File: src/rtl/seg7_pkg.sv
// Shared seven-segment constants: active-low {g,f,e,d,c,b,a} codes for hex digits,
// the blank/error glyphs and the digit count of the display.
package seg7_pkg;

  localparam int DIGITS = 4;

  localparam logic [6:0] SEG_BLANK = 7'h7F;
  localparam logic [6:0] SEG_E     = 7'b0000110;
  localparam logic [6:0] SEG_R     = 7'b0101111;

  // Index n holds the glyph for nibble value n (listed F down to 0 so index 0 is the LSBs)
  localparam logic [15:0][6:0] HEX_CODES = {
    7'b0001110, 7'b0000110, 7'b0100001, 7'b1000110,
    7'b0000011, 7'b0001000, 7'b0010000, 7'b0000000,
    7'b1111000, 7'b0000010, 7'b0010010, 7'b0011001,
    7'b0110000, 7'b0100100, 7'b1111001, 7'b1000000
  };

endpackage

File: src/rtl/hex_to_seg7.sv
// Combinational nibble to active-low seven-segment glyph lookup.
module hex_to_seg7
  import seg7_pkg::*;
(
  input  logic [3:0] i_nibble,
  output logic [6:0] o_seg
);

  assign o_seg = HEX_CODES[i_nibble];

endmodule

File: src/rtl/gpo_seg7_display.sv
// Latches the software-written result half and status bits, then scans one hex
// digit at a time onto a 4-digit common-anode display with registered outputs.
module gpo_seg7_display
  import seg7_pkg::*;
#(
  parameter int REFRESH_DIV = 100000,
  parameter bit LZB         = 1'b1
)
(
  input  logic        clk,
  input  logic        rst,
  input  logic [31:0] data_i,
  input  logic        sel_i,
  input  logic        err_i,
  input  logic        load_i,
  input  logic        en_i,
  output logic [3:0]  an_o,
  output logic [6:0]  seg_o,
  output logic        dp_o
);

  localparam int CW = (REFRESH_DIV > 2) ? $clog2(REFRESH_DIV) : 1;
  localparam int IW = $clog2(DIGITS);
  localparam logic [CW-1:0] CNT_LAST = CW'(REFRESH_DIV - 1);

  logic [15:0]       r_shadow;
  logic              r_selQ;
  logic              r_errQ;
  logic [CW-1:0]     r_divCnt;
  logic [IW-1:0]     r_digIdx;
  logic [DIGITS-1:0] r_an;
  logic [6:0]        r_seg;
  logic              r_dp;

  logic [15:0]       w_shifted;
  logic [6:0]        w_hexSeg;
  logic [6:0]        w_digitSeg;
  logic              w_leadZero;
  logic [DIGITS-1:0] w_anSel;
  logic              w_dpN;

  // Shifting the selected digit down to the bottom also tells us whether it and every digit above it are zero
  assign w_shifted  = r_shadow >> {r_digIdx, 2'b00};
  assign w_leadZero = LZB && (r_digIdx != '0) && (w_shifted == 16'h0000);
  assign w_anSel    = ~(DIGITS'(1) << r_digIdx);
  assign w_dpN      = ~(~r_errQ & r_selQ & (r_digIdx == '0));

  hex_to_seg7 u_hexToSeg7 (
    .i_nibble (w_shifted[3:0]),
    .o_seg    (w_hexSeg)
  );

  always_comb begin
    w_digitSeg = SEG_BLANK;
    if (r_errQ) begin
      case (r_digIdx)
        IW'(3):  w_digitSeg = SEG_E;
        IW'(2):  w_digitSeg = SEG_R;
        IW'(1):  w_digitSeg = SEG_R;
        default: w_digitSeg = SEG_BLANK;
      endcase
    end else if (!w_leadZero) begin
      w_digitSeg = w_hexSeg;
    end
  end

  // Load and scan state; a load never touches the scan position
  always_ff @(posedge clk) begin
    if (rst) begin
      r_shadow <= 16'h0000;
      r_selQ   <= 1'b0;
      r_errQ   <= 1'b0;
      r_divCnt <= '0;
      r_digIdx <= '0;
    end else begin
      if (load_i) begin
        r_shadow <= sel_i ? data_i[31:16] : data_i[15:0];
        r_selQ   <= sel_i;
        r_errQ   <= err_i;
      end
      if (en_i) begin
        if (r_divCnt == CNT_LAST) begin
          r_divCnt <= '0;
          r_digIdx <= r_digIdx + IW'(1);
        end else begin
          r_divCnt <= r_divCnt + CW'(1);
        end
      end
    end
  end

  always_ff @(posedge clk) begin
    if (rst || !en_i) begin
      r_an  <= '1;
      r_seg <= SEG_BLANK;
      r_dp  <= 1'b1;
    end else begin
      r_an  <= w_anSel;
      r_seg <= w_digitSeg;
      r_dp  <= w_dpN;
    end
  end

  assign an_o  = r_an;
  assign seg_o = r_seg;
  assign dp_o  = r_dp;

endmodule

File: config.mk
export PLATFORM = sky130hd
export DESIGN_NAME = gpo_seg7_display
export DESIGN_NICKNAME = d
export VERILOG_FILES = /design/src/rtl/seg7_pkg.sv /design/src/rtl/hex_to_seg7.sv /design/src/rtl/gpo_seg7_display.sv
export SDC_FILE = /design/constraint.sdc
export NUM_CORES = 1
export LEC_CHECK = 0
export ABC_AREA = 1
export CAP_MARGIN = 20
export CORE_MARGIN = 4
export CORE_UTILIZATION = 55
export CTS_BUF_LIST = sky130_fd_sc_hd__clkbuf_2
export CTS_CLUSTER_DIAMETER = 120
export DETAILED_ROUTE_END_ITERATION = 10
export DONT_BUFFER_PORTS = 1
export HOLD_SLACK_MARGIN = 0.05
export PLACE_DENSITY_LB_ADDON = 0.15
export SYNTH_ARGS = -nofsm -noshare
export SYNTH_HDL_FRONTEND = slang
export SYNTH_SLANG_ARGS = --single-unit
File: constraint.sdc
create_clock -name clk -period 2 [get_ports clk]
set_input_delay 0.5 -clock clk [delete_from_list [all_inputs] [get_ports clk]]
set_output_delay 0.5 -clock clk [all_outputs]
set_load 0.005 [all_outputs]
# After elaboration in Yosys (flattened, before gate mapping)
# Memories as Yosys holds them, arrays and structs flattened.
# Cells that the tools add are included.
[classes]
n_addsub = 2
n_lt_le_gt_ge = 1
eq_ne = 4
shift = 2
n_mux = 6
n_bitwise = 5
reduce_logical = 8
[op_table]
columns = ["cell", "count"]
rows = [
  ["$mux W7", 3],
  ["$add A17 B1 Y17 const B", 1],
  ["$eq A17 B17 Y1 const B", 1],
  ["$mux W17", 1],
  ["$logic_not A16 Y1", 1],
  ["$mux W16", 1],
  ["$shr A16 B4 Y16", 1],
  ["$pmux W7 S2", 1],
  ["$lt A4 B5 Y1 const B", 1],
  ["$eq A2 B2 Y1 const B", 2],
  ["$not A4 Y4", 1],
  ["$shl A1 B2 Y4 const A", 1],
  ["$add A2 B1 Y2 const B", 1],
  ["$and A1 B1 Y1", 2],
  ["$eq A2 B1 Y1 const B", 1],
  ["$logic_not A2 Y1", 1],
  ["$not A1 Y1", 2],
  ["$reduce_and A2 Y1", 1],
  ["$reduce_bool A2 Y1", 1],
  ["$reduce_or A2 Y1", 1],
  ["$logic_and A1 B1 Y1", 1],
  ["$logic_not A1 Y1", 1],
  ["$logic_or A1 B1 Y1", 1],
]
[word_totals]
reg_bits = 49
mem_bits_ro = 112
input_bits = 38
output_inout_bits = 12
n_memories = 1
[mem_list]
columns = ["name", "words", "word_bits", "rd", "rd_ports_with_merged_regs", "write_ports", "line_no", "text"]
rows = [
  ["(name not given)", 16, 7, 1, 0, 0, "hex_to_seg7.sv:9", "assign o_seg = HEX_CODES[i_nibble];"],
]

# Logic depth before layout (Yosys ltp)
# Gate-level depths: netlist (run 1).
[depth]
word_depth = 5
ltp_mapped = 14

# Modules after synthesis
# From an unflattened synthesis (run 1), not the netlist that was laid out.
[hier_totals]
cells_unflattened = 417
area_unflattened_um2 = 2763.9
[modules_own_cells]
columns = ["mod", "instances", "cells_each", "area_per_inst_um2", "seq_area_each_um2"]
rows = [
  ["gpo_seg7_display", 1, 368, 2489.9, 980.9],
  ["hex_to_seg7", 1, 49, 274.0, 0.0],
]

# Worst setup path after synthesis (run 1)
# No wires, ideal clock.
[synth_timing]
kind = "register to register"
start = "reg r_digIdx[0]"
end = "reg r_seg[0] (netlist: seg_o[0])"
setup_ns = 0.124
arrival_ns = 1.558
path_slack_ns = 0.318
stages_incl_launch_ff = 14
n_path_buf = 1
path_cell_list = "dfxtp_1 -> inv_2 -> buf_4 -> nand2_1 -> nand3_1 -> nand2_1 -> inv_1 -> ha_1 -> inv_1 -> nand3_1 -> nand3_1 -> nand3_1 -> nand2_1 -> nand2_1"
[synth_via]
elab_chain_len = 5
[synth_lines]
columns = ["item", "line_no", "text"]
rows = [
  ["start, declared", "gpo_seg7_display.sv:30", "logic [IW-1:0] r_digIdx;"],
  ["start signal, assigned", "gpo_seg7_display.sv:84", "r_digIdx <= r_digIdx + IW'(1);"],
  ["$shr A16 B4 Y16", "gpo_seg7_display.sv:43", "assign w_shifted = r_shadow >> {r_digIdx, 2'b00};"],
  ["$mem_v2 Z16 W7 or $logic_not A16 Y1 (tied branches)", "--", ""],
  ["$mux W7 (not written as such) or $logic_and A1 B1 Y1 (tied branches)", "hex_to_seg7.sv:9, gpo_seg7_display.sv:44", ""],
  ["$mux W7", "gpo_seg7_display.sv:62", "end else if (!w_leadZero) begin"],
  ["$mux W7 (*)", "gpo_seg7_display.sv:55", "if (r_errQ) begin"],
  ["end signal, assigned", "gpo_seg7_display.sv:99", "r_seg <= w_digitSeg;"],
  ["end, declared", "gpo_seg7_display.sv:32", "logic [6:0] r_seg;"],
]
# Mark *: on every way between the ends. The rest lies on a longest branch, timed or not. The select of a mux whose other input is x is not followed.
# A chain may end at the register's enable or synchronous reset.

# Worst setup path in the final report (run 1)
[layout_timing]
start = "reg r_digIdx[0]"
end = "reg r_seg[1] (netlist: seg_o[1])"
[layout_via]
elab_chain_len = 5
[layout_lines]
columns = ["item", "line_no"]
rows = [
  ["$shr A16 B4 Y16", "gpo_seg7_display.sv:43"],
  ["$mem_v2 Z16 W7 or $logic_not A16 Y1 (tied branches)", "--"],
  ["$mux W7 (not written as such) or $logic_and A1 B1 Y1 (tied branches)", "hex_to_seg7.sv:9, gpo_seg7_display.sv:44"],
  ["$mux W7 (*)", "gpo_seg7_display.sv:62"],
  ["$mux W7 (*)", "gpo_seg7_display.sv:55"],
]
# Marks and branches as above.

==> impl_metrics.py, run 1 <==
metrics = {
    "sta": {
        "fin_worst_skew_ns": 0.0226,
        "tightestPinTransition_ns": 0.425,
        "max_slew_margin_pct": 71.5,
        "setup-violations-final": 0,
        "fin_setup_tns_ns": 0,
        "slew_viol_final": 0,
        "period_share_pct": 86.8,
        "rsz0062_at_grt": "no",
        "max_freq_ghz": 0.576,
        "hold_viol": 0,
        "fin_crit_ns": 1.74,
    },
    "placement": {
        "dpl.hpwl_um": 4090,
        "placed_area_sq_mm": 0.00277,
        "place_congestion": 0.917,
        "port_buffers": 0,
    },
    "logic_synthesis": {
        "synth_edf_count": 0,
        "synthFlopType": "dfxtp_1",
        "synth_warnings": 0,
        "yosys-top-cells-area": "dfxtp_1 36%, nand2_1 17%, nand3_1 7.0%",
        "synthTopCellsByCount": "121 x nand2_1, 49 x dfxtp_1, 40 x nor2_1, 38 x nand3_1, 35 x inv_1",
        "synth_most_common_cell": "nand2_1",
        "async_flop_share_pct": 0,
        "synth_cell_type_count": 36,
        "yosys.area.top_type": "dfxtp_1",
        "seq_area_frac_synth_pct": 36.0,
        "postSynthCellCount": 390,
        "synth-seq-cells": 49,
        "synth.avg_cell_area_sq_um": 6.99,
        "synthesis.nets": 439,
        "syn_area_sq_mm": 0.00273,
        "synth_top_area_share_pct": 36.0,
    },
    "route": {
        "route.detailed.drc": 0,
        "ant_nets": 0,
        "via_per_inst": 5.07,
        "wl_per_cell_um": 11.7,
        "drt_iter0_markers": 133,
        "route.vias.total": 2318,
        "routed_wirelength_um": 5360,
        "dr.pass1.iters": 4,
    },
    "grt": {
        "grt_overflow": 0,
        "grt_max_degree": 37,
        "grt_pass1_wl_um": 9580,
        "grt_pass1_vias": 2128,
        "grtUsageTotal_pct": 19.1,
        "grt_antenna_before_repair": 0,
    },
    "layout": {
        "final.fill_count": 451,
        "final_nets": 439,
        "area_delta_synth_final_pct": 3.72,
        "final_area_sq_mm": 0.00283,
        "diodes": 0,
        "drive_gt1_share_pct": 10.3,
    },
    "critical_path": {
        "cp-start-kind": "flop",
        "crit_path_end_kind": "flop",
        "criticalPathCategory": "reg -> reg",
        "required_ns": 2.32,
        "worstPathArrival_ns": 2.06,
        "cp_max_fo": 9,
    },
    "pwr": {
        "vdd_drop_max_mv": 0.342,
        "power.density_mw_per_mm2": 577,
        "leakagePower_nw": 1.32,
        "power_w": 0.00163,
    },
    "clock_network": {
        "clockBufferDepth": 2,
        "htree_levels": 2,
        "cts_tree": "yes",
        "cts_buffers": 5,
        "clock_latency_ns": 0.42,
        "post_cts_buffers": 0,
        "root_buffer": "clkbuf_2",
        "path_clk_slew_ns": 0.22,
        "cts.sinks": 49,
    },
    "die": {
        "rows": 25,
        "die_w_um": 78.4,
        "die_h_um": 78.4,
        "die_area_sq_mm": 0.00614,
        "ios": 50,
        "start_util_pct": 57.3,
        "core_area_sq_mm": 0.00475,
    },
    "min_path": {
        "hold_path_class": "in -> reg",
    },
    "run": {
        "cap_violations": 0,
    },
    "status": {
        "status": "complete, no violations",
    },
}
## worst max-delay path, stage by stage, from the launching register on
cell,delay (ns)
dfxtp_4,0.42
inv_2,0.11
nand2_1,0.07
nand3_1,0.06
nand2_1,0.12
ha_1,0.25
inv_1,0.08
nor2_1,0.04
nand3_1,0.06
nor2_1,0.05
nand2_2,0.11
nand2_1,0.06
nor2_1,0.15
nand2_1,0.07
## cells by family (layout without fill, tap and decap cells)
logic type / Yosys count / after routing / synth area share (%)
buffers and inverters: 57 / 57 / 8.91
and+or+nand+nor: 232 / 232 / 39.7
adders and majority gates: 11 / 11 / 5.05
DFF: 49 / 49 / 36.0
xor gates and xnor gates: 7 / 7 / 2.25
AOI/OAI and AO/OA: 34 / 34 / 8.13
## final cells by class
cell class	count	area, sq um	share of cell area [%]
clock buffers	6	30.0	1.06
repair buffers	7	57.6	2.04
multi-input cells	284	1500	53.1
inverters	43	164	5.80
clock inverters	1	3.75	0.133
flip-flops and latches	49	986	34.9
well taps	67	83.8	2.97
## flip-flops by register name, indices dropped and copies added, names as in the netlist
| register | count |
|---|---|
| r_errQ | 1 |
| dp_o | 1 |
| r_shadow | 16 |
| seg_o | 7 |
| an_o | 4 |
| r_selQ | 1 |
| r_digIdx | 2 |
| r_divCnt | 17 |
## what timing repair did
item | 4_1_cts | 5_1_grt
hold buffers | 0 | 2
endpoints found under the hold margin | 0 | 2
setup endpoints to repair | 0 | 7
gates resized for setup | 0 | 3
## where the power goes
part           switching, W  total (W)  internal, W
clock network      0.000289   0.000370    0.0000814
logic              0.000124   0.000210    0.0000860
registers         0.0000323    0.00105      0.00102
total              0.000445    0.00163      0.00119
## worst paths after layout
| path | start | end | slack, ns | cells past startpoint |
|---|---|---|---|---|
| setup / recovery | r_digIdx[0]$_SDFFE_PP0P_ | seg_o[1]$_SDFF_PP1_ | 0.26 | 13 |
| hold / removal | rst | r_divCnt[11]$_SDFFE_PP0P_ | 0.10 | 1 |
| setup reg to reg | r_digIdx[0]$_SDFFE_PP0P_ | seg_o[1]$_SDFF_PP1_ | 0.26 | 13 |
| hold reg to reg | r_selQ$_SDFFE_PP0P_ | dp_o$_SDFF_PP1_ | 0.47 | 1 |
## stage by stage
stage	hold slack (ns)	util [%]	std cells	setup WS (ns)
2_1_floorplan	0.387	-	390	0.318
3_3_place_gp	0.425	58.2	448	0.241
3_5_place_dp	0.425	58.2	448	0.209
4_1_cts	0.0686	58.9	455	0.147
5_1_grt	0.0517	59.4	457	0.00341
6_report	0.105	59.4	457	0.263
## per-layer routing
metal  wire length (um)  share of wire (%)  track usage, %  up-vias
li1                   -                  -               -     1243
met1               2780                 52            26.4     1009
met2               2220                 41            29.5       60
met3                300                5.6            4.36        6
met4                 64                1.2            5.94        0
met5                  0                  0               0        -
## cell usage in the layout, fill, tap and decap left out, types with 2 or more instances in the layout
cell type | synthesis | final
clkbuf_2 | 0 | 6
clkinv_1 | 1 | 2
nor2_2 | 4 | 4
nand3_1 | 38 | 38
inv_1 | 35 | 35
nand3_2 | 4 | 4
o211ai_1 | 16 | 16
nand2_2 | 2 | 2
nor2_4 | 4 | 4
nor2_1 | 40 | 40
dlygate4sd3_1 | 0 | 2
dfxtp_1 | 49 | 47
nand4_1 | 5 | 5
a211oi_1 | 2 | 2
xor2_1 | 5 | 5
a21oi_1 | 7 | 7
xnor2_1 | 2 | 2
nor3_1 | 3 | 3
nand2_1 | 121 | 121
a31oi_1 | 5 | 5
buf_4 | 1 | 5
o21ai_0 | 3 | 3
inv_2 | 6 | 6
ha_1 | 11 | 11
nand2_4 | 3 | 3
Power figures use the tool's default switching activity.
==> run 2: changes to the inputs <==
--- a/config.mk
+++ b/config.mk
@@ -6,11 +6,12 @@
 export NUM_CORES = 1
 export LEC_CHECK = 0
 export ABC_AREA = 1
+export ABC_CLOCK_PERIOD_IN_PS = 2000
 export CAP_MARGIN = 20
+export CORE_ASPECT_RATIO = 0.8
 export CORE_MARGIN = 4
 export CORE_UTILIZATION = 55
 export CTS_BUF_LIST = sky130_fd_sc_hd__clkbuf_2
-export CTS_CLUSTER_DIAMETER = 120
 export DETAILED_ROUTE_END_ITERATION = 10
 export DONT_BUFFER_PORTS = 1
 export HOLD_SLACK_MARGIN = 0.05
==> run 2 against run 1 <==
Global-route usage up 0.22 points; die area up 0.12%; wire length up 3.5%; highest routed layer unchanged; non-clock buffer count decreased by 3; fmax increased by 1.7%.
==> impl_metrics.py, run 2 (synthesis gave the netlist of run 1 again) <==
metrics = {
    "status": {
        "status": "complete, no violations",
    },
    "critical_path": {
        "criticalPathCategory": "reg -> reg",
        "r2r_cells": 12,
        "worstPathArrival_ns": 2.07,
        "crit_path_end_kind": "flop",
        "cp-start-kind": "flop",
        "required_ns": 2.36,
        "cpMaxStageDelayCell": "dfxtp_2",
        "reg2reg_to": "seg_o[4]$_SDFF_PP1_",
        "worstReg2RegStart": "r_digIdx[1]$_SDFFE_PP0P_",
        "critical_path.cell_chain": "inv_2 -> nand3_1 -> nand2_1 -> ha_1 -> inv_1 -> nor2_1 -> nand3_1 -> nor2_1 -> nand2_2 -> nand3_1 -> nand2_1 -> nand2_1",
        "cp_max_fo": 8,
        "r2r_slack_ns": 0.29,
        "cpPeakStageDelay_ns": 0.40,
    },
    "sta": {
        "fin_crit_ns": 1.71,
        "hold_viol": 0,
        "max_freq_ghz": 0.585,
        "max_slew_margin_pct": 70.4,
        "fin_setup_tns_ns": 0,
        "slew_viol_final": 0,
        "fin_worst_skew_ns": 0.0100,
        "rsz0062_at_grt": "no",
        "period_share_pct": 85.4,
        "setup-violations-final": 0,
        "tightestPinTransition_ns": 0.441,
    },
    "min_path": {
        "worstHoldStart": "rst",
        "holdPathStages": 1,
        "holdPathEnd": "r_divCnt[11]$_SDFFE_PP0P_",
        "hold_path_class": "in -> reg",
    },
    "route": {
        "route.vias.total": 2296,
        "routed_wirelength_um": 5550,
        "via_per_inst": 5.14,
        "dr.pass1.iters": 4,
        "ant_nets": 0,
        "wl_per_cell_um": 12.4,
        "route.detailed.drc": 0,
        "drt_iter0_markers": 108,
    },
    "layout": {
        "largest_reg_flops": 17,
        "final_core_util_pct": 59.6,
        "regMostFlops": "r_divCnt",
        "final_nets": 436,
        "diodes": 0,
        "drive_gt1_share_pct": 10.1,
        "layout_common_cells": "121 x nand2_1, 47 x dfxtp_1, 40 x nor2_1",
        "final_area_sq_mm": 0.00279,
        "area_delta_synth_final_pct": 2.30,
        "final_common_cell": "nand2_1",
    },
    "die": {
        "die_h_um": 71.0,
        "ios": 50,
        "rows": 22,
        "core_area_sq_mm": 0.00468,
        "start_util_pct": 58.2,
        "die_area_sq_mm": 0.00615,
        "die_w_um": 86.7,
    },
    "pwr": {
        "vdd_drop_max_mv": 0.324,
        "netSwitchingPower_w": 0.000450,
        "intPower_w": 0.00119,
        "power.density_mw_per_mm2": 587,
        "leakagePower_nw": 1.30,
        "seqPwrFrac_pct": 64.4,
        "power_w": 0.00164,
        "power_frac_comb_pct": 12.8,
        "power_frac_clock_pct": 22.8,
        "switching_share_pct": 27.5,
    },
    "grt": {
        "grt_overflow": 0,
        "grt_pass1_vias": 2105,
        "grt_max_degree": 37,
        "grtUsageTotal_pct": 19.3,
        "grt_antenna_before_repair": 0,
        "grt_pass1_wl_um": 9800,
    },
    "placement": {
        "placed_area_sq_mm": 0.00275,
        "port_buffers": 0,
        "place_congestion": 0.906,
        "dpl.hpwl_um": 4210,
    },
    "clock_network": {
        "path_clk_slew_ns": 0.22,
        "cts_tree": "yes",
        "root_buffer": "clkbuf_2",
        "clock_latency_ns": 0.39,
        "cts.sinks": 49,
        "cts_buffers": 5,
        "clockBufferDepth": 2,
        "htree_levels": 2,
    },
    "run": {
        "cap_violations": 0,
    },
}
==> run 2: metrics by stage <==
step | instances | hold WS, ns | worst slack [ns]
6_report | 447 | 0.143 | 0.292
5_1_grt | 447 | 0.0863 | 0.0403
4_1_cts | 447 | 0.113 | 0.236
3_5_place_dp | 440 | 0.434 | 0.270
3_3_place_gp | 440 | 0.438 | 0.317
2_1_floorplan | 390 | 0.387 | 0.318
==> run 2: worst max-delay path, delay by kind of cell (launching register included) <==
family                     cells  cell delay, ns
buffers and inverters          2            0.20
and+or+nand+nor                9            0.88
DFF                            1            0.40
adders and majority gates      1            0.19
==> run 2: layout make-up <==
class / instances / area, sq um
clock buffers: 6 / 30.0
fillers: 484 / 1890
multi-input cells: 284 / 1500
flip-flops and latches: 49 / 983
repair buffers: 4 / 30.0
inverters: 43 / 164
clock inverters: 1 / 3.75
well taps: 60 / 75.1
==> run 2: power groups by stage <==
| stage | clock, W | sequential, W | combinational, W |
|---|---|---|---|
| 6_report | 0.000374 | 0.00105 | 0.000209 |
| 5_1_grt | 0.000426 | 0.00106 | 0.000251 |
| 4_1_cts | 0.000393 | 0.00105 | 0.000209 |
| 3_5_place_dp | 0 | 0.00107 | 0.000208 |
| 3_3_place_gp | 0 | 0.00107 | 0.000203 |
| 2_1_floorplan | 0 | 0.00106 | 0.000195 |
==> run 2: worst max path at each step <==
stage                             start                  end  slack, ns  cells past startpoint
2_1_floorplan  r_digIdx[0]$_SDFFE_PP0P_  seg_o[0]$_SDFF_PP1_       0.32                     13
3_3_place_gp   r_digIdx[1]$_SDFFE_PP0P_  seg_o[2]$_SDFF_PP1_       0.32                     12
3_5_place_dp   r_digIdx[1]$_SDFFE_PP0P_  seg_o[2]$_SDFF_PP1_       0.27                     12
4_1_cts        r_digIdx[0]$_SDFFE_PP0P_  seg_o[4]$_SDFF_PP1_       0.24                     13
5_1_grt        r_digIdx[1]$_SDFFE_PP0P_  seg_o[0]$_SDFF_PP1_       0.04                     11
6_report       r_digIdx[1]$_SDFFE_PP0P_  seg_o[4]$_SDFF_PP1_       0.29                     12
==> run 2: routing by layer <==
metal / wire length (um) / track usage (%) / vias to the layer above
li1: - / - / 1235
met5: 0 / 0 / -
met4: 25 / 3.63 / 0
met2: 2120 / 27.2 / 76
met1: 3010 / 30.1 / 983
met3: 401 / 3.96 / 2
==> run 2: what timing repair did <==
action	CTS	global route
resized for setup	0	2
setup buffers	0	0
hold buffers	0	0
endpoints found under the setup margin	0	1
==> run 3: changes to the inputs <==
--- a/config.mk
+++ b/config.mk
@@ -9,13 +9,15 @@
 export ABC_CLOCK_PERIOD_IN_PS = 2000
 export CAP_MARGIN = 20
 export CORE_ASPECT_RATIO = 0.8
-export CORE_MARGIN = 4
+export CORE_MARGIN = 8
 export CORE_UTILIZATION = 55
 export CTS_BUF_LIST = sky130_fd_sc_hd__clkbuf_2
 export DETAILED_ROUTE_END_ITERATION = 10
 export DONT_BUFFER_PORTS = 1
 export HOLD_SLACK_MARGIN = 0.05
 export PLACE_DENSITY_LB_ADDON = 0.15
+export SLEW_MARGIN = 20
 export SYNTH_ARGS = -nofsm -noshare
 export SYNTH_HDL_FRONTEND = slang
+export SYNTH_HIERARCHICAL = 1
 export SYNTH_SLANG_ARGS = --single-unit
==> run 3 against run 2 <==
Area after synthesis grew 1.4%; synthesized cell count grew 6.9%; register-to-register slack worse by 0.08 ns; total power up 1.8%; worst setup slack got worse by 0.083 ns; clock skew fell by 0.0012 ns; die area rose by 23%; via count up 4.2%; clock-buffer cell count grew 2; core utilization decreased by 1.4 points; critical path type unchanged; largest cell class unchanged; highest routed layer unchanged.
==> impl_metrics.py, run 3 <==
metrics = {
    "route": {
        "route.detailed.drc": 0,
        "drt_iter0_markers": 135,
        "ant_nets": 0,
        "routed_wirelength_um": 5920,
        "route.vias.total": 2392,
        "via_per_inst": 5.00,
        "dr.pass1.iters": 5,
        "wl_per_cell_um": 12.4,
    },
    "die": {
        "ios": 50,
        "die_w_um": 95.3,
        "die_h_um": 79.4,
        "start_util_pct": 56.2,
        "core_area_sq_mm": 0.00492,
        "rows": 23,
        "die_area_sq_mm": 0.00756,
    },
    "layout": {
        "layout_common_cells": "136 x nand2_1, 50 x inv_1, 47 x dfxtp_1",
        "final.fill_count": 481,
        "multi_input_area_sq_mm": 0.00151,
        "diodes": 0,
        "final_common_cell": "nand2_1",
        "area_delta_synth_final_pct": 3.49,
        "final_cells": 478,
        "ff_latch_area_sq_um": 986,
        "regMostFlops": "r_divCnt",
        "largest_reg_flops": 17,
        "final_nets": 466,
        "drive_gt1_share_pct": 8.65,
    },
    "min_path": {
        "holdPathStages": 1,
        "hold_path_class": "in -> reg",
        "holdPathEnd": "r_divCnt[1]$_SDFFE_PP0P_",
        "worstHoldStart": "rst",
    },
    "pwr": {
        "switching_share_pct": 27.6,
        "netSwitchingPower_w": 0.000459,
        "power_frac_clock_pct": 24.2,
        "seqPwrFrac_pct": 63.1,
        "leakagePower_nw": 1.37,
        "vdd_drop_max_mv": 0.378,
        "power.density_mw_per_mm2": 582,
        "power_frac_comb_pct": 12.7,
        "intPower_w": 0.00121,
    },
    "sta": {
        "fin_setup_tns_ns": 0,
        "fin_worst_skew_ns": 0.00886,
        "max_freq_ghz": 0.558,
        "period_share_pct": 89.6,
        "tightestPinTransition_ns": 0.418,
        "max_slew_margin_pct": 72.0,
        "setup-violations-final": 0,
        "hold_viol": 0,
        "fin_crit_ns": 1.79,
        "rsz0062_at_grt": "no",
        "slew_viol_final": 0,
    },
    "logic_synthesis": {
        "synth.avg_cell_area_sq_um": 6.63,
        "seq_area_frac_synth_pct": 35.5,
        "synthFlopType": "dfxtp_1",
        "postSynthCellCount": 417,
        "synth_cell_type_count": 31,
        "synth.area.mux_share_pct": 0,
        "async_flop_share_pct": 0,
        "synth_edf_count": 0,
        "synth_top_family_by_area": "simple AND/OR/NAND/NOR gates",
        "synth_warnings": 6,
        "yosys.area.top_type": "dfxtp_1",
        "syn_area_sq_mm": 0.00276,
        "synth-xor-area-share_pct": 1.58,
        "synth_top_area_share_pct": 35.5,
        "synth_fa_ha_area_share_pct": 5.89,
        "synth_compound_area_share_pct": 8.24,
        "synth_most_common_cell": "nand2_1",
        "synthTopCellsByCount": "136 x nand2_1, 52 x inv_1, 49 x dfxtp_1, 41 x nand3_1, 35 x nor2_1",
        "yosys-top-cells-area": "dfxtp_1 35%, nand2_1 18%, nand3_1 7.4%",
        "synth-simple-area-share_pct": 38.6,
        "synthesis.nets": 468,
        "synth-seq-cells": 49,
    },
    "critical_path": {
        "cpPeakStageDelay_ns": 0.42,
        "cpMaxStageDelayCell": "dfxtp_1",
        "cp-start-kind": "flop",
        "required_ns": 2.34,
        "r2r_cells": 10,
        "critical_path.cell_chain": "ha_1 -> nand2_1 -> inv_1 -> nand2_1 -> nor2_1 -> nand4_1 -> nand2_4 -> inv_2 -> nand2_1 -> nor2_2",
        "cpMostUsedCell": "nand2_1",
        "reg2reg_to": "r_divCnt[16]$_SDFFE_PP0P_",
        "r2r_slack_ns": 0.21,
        "criticalPathCategory": "reg -> reg",
        "cp_max_fo": 6,
        "worstPathArrival_ns": 2.13,
        "path_buf_inv": 2,
        "worstReg2RegStart": "r_divCnt[0]$_SDFFE_PP0P_",
        "crit_path_end_kind": "flop",
        "cp_top_family": "simple AND/OR/NAND/NOR gates",
    },
    "clock_network": {
        "cts_tree": "yes",
        "path_clk_slew_ns": 0.23,
        "post_cts_buffers": 0,
        "cts_buffers": 5,
        "clock_latency_ns": 0.40,
        "root_buffer": "clkbuf_2",
        "htree_levels": 2,
        "clockBufferDepth": 2,
        "cts.sinks": 49,
    },
    "status": {
        "status": "complete, no violations",
    },
    "placement": {
        "place_congestion": 0.901,
        "port_buffers": 0,
        "place_inst": 470,
        "dpl.hpwl_um": 4620,
    },
    "grt": {
        "grt_antenna_before_repair": 0,
        "grt_overflow": 0,
        "grt_pass1_vias": 2162,
        "grt_max_degree": 37,
        "grtUsageTotal_pct": 16.1,
        "grt_pass1_wl_um": 9960,
    },
    "run": {
        "cap_violations": 0,
    },
}
[run 3: metrics by stage]
| stage | area, sq um | power, W | setup slack (ns) | util (%) | hold slack, ns |
|---|---|---|---|---|---|
| final | 2860 | 0.00167 | 0.209 | 58.1 | 0.122 |
| after global routing | 2860 | 0.00176 | 0.0123 | 58.1 | 0.0846 |
| after CTS | 2850 | 0.00169 | 0.0997 | 57.9 | 0.0921 |
| after detailed placement | 2810 | 0.00128 | 0.105 | 57.1 | 0.433 |
| after global placement | 2810 | 0.00128 | 0.177 | 57.1 | 0.437 |
| after floorplan | 2760 | 0.00125 | 0.312 | - | 0.377 |
[run 3: what timing repair did]
item | in CTS | in global routing
resized for setup | 0 | 6
endpoints found under the setup margin | 0 | 9
hold buffers | 0 | 0
[run 3: area by class of cell]
cell class	instances	area share (%)
Sequential cell	49	34.5
Clock buffer	8	1.40
Multi-Input combinational cell	297	52.6
Tap cell	62	2.71
Inverter	57	7.48
Timing Repair Buffer	5	1.31
[run 3: how the worst max path moves through the flow]
stage / from / to / slack, ns / cells past startpoint
after CTS: r_digIdx[0]$_SDFFE_PP0P_ / seg_o[3]$_SDFF_PP1_ / 0.1 / 14
after floorplan: r_digIdx[0]$_SDFFE_PP0P_ / seg_o[3]$_SDFF_PP1_ / 0.31 / 14
after global routing: r_divCnt[0]$_SDFFE_PP0P_ / r_divCnt[16]$_SDFFE_PP0P_ / 0.01 / 10
final: r_divCnt[0]$_SDFFE_PP0P_ / r_divCnt[16]$_SDFFE_PP0P_ / 0.21 / 10
after detailed placement: r_digIdx[0]$_SDFFE_PP0P_ / seg_o[3]$_SDFF_PP1_ / 0.11 / 14
after global placement: r_digIdx[0]$_SDFFE_PP0P_ / seg_o[3]$_SDFF_PP1_ / 0.18 / 14
[run 3: cells by family after synthesis]
family | count (synthesis)
XOR/XNOR | 5
flip-flops | 49
buffers and inverters | 71
adder cells (fa/ha/maj) | 13
AO/OA/AOI/OAI | 36
AND/OR/NAND/NOR | 243
[run 3: power groups by stage]
stage               logic (W)  registers [W]  clock network (W)
global placement     0.000208        0.00107                  0
CTS                  0.000212        0.00105           0.000423
finish               0.000212        0.00105           0.000403
detailed placement   0.000211        0.00107                  0
floorplan            0.000195        0.00106                  0
global route         0.000252        0.00106           0.000451
[run 3: per-layer routing]
metal / vias up / GRT usage, % / routed length, um
met2: 66 / 21.5 / 2210
met1: 1018 / 24.6 / 3280
li1: 1306 / - / -
met5: - / 0 / 0
met3: 2 / 3.95 / 399
met4: 0 / 3.73 / 27
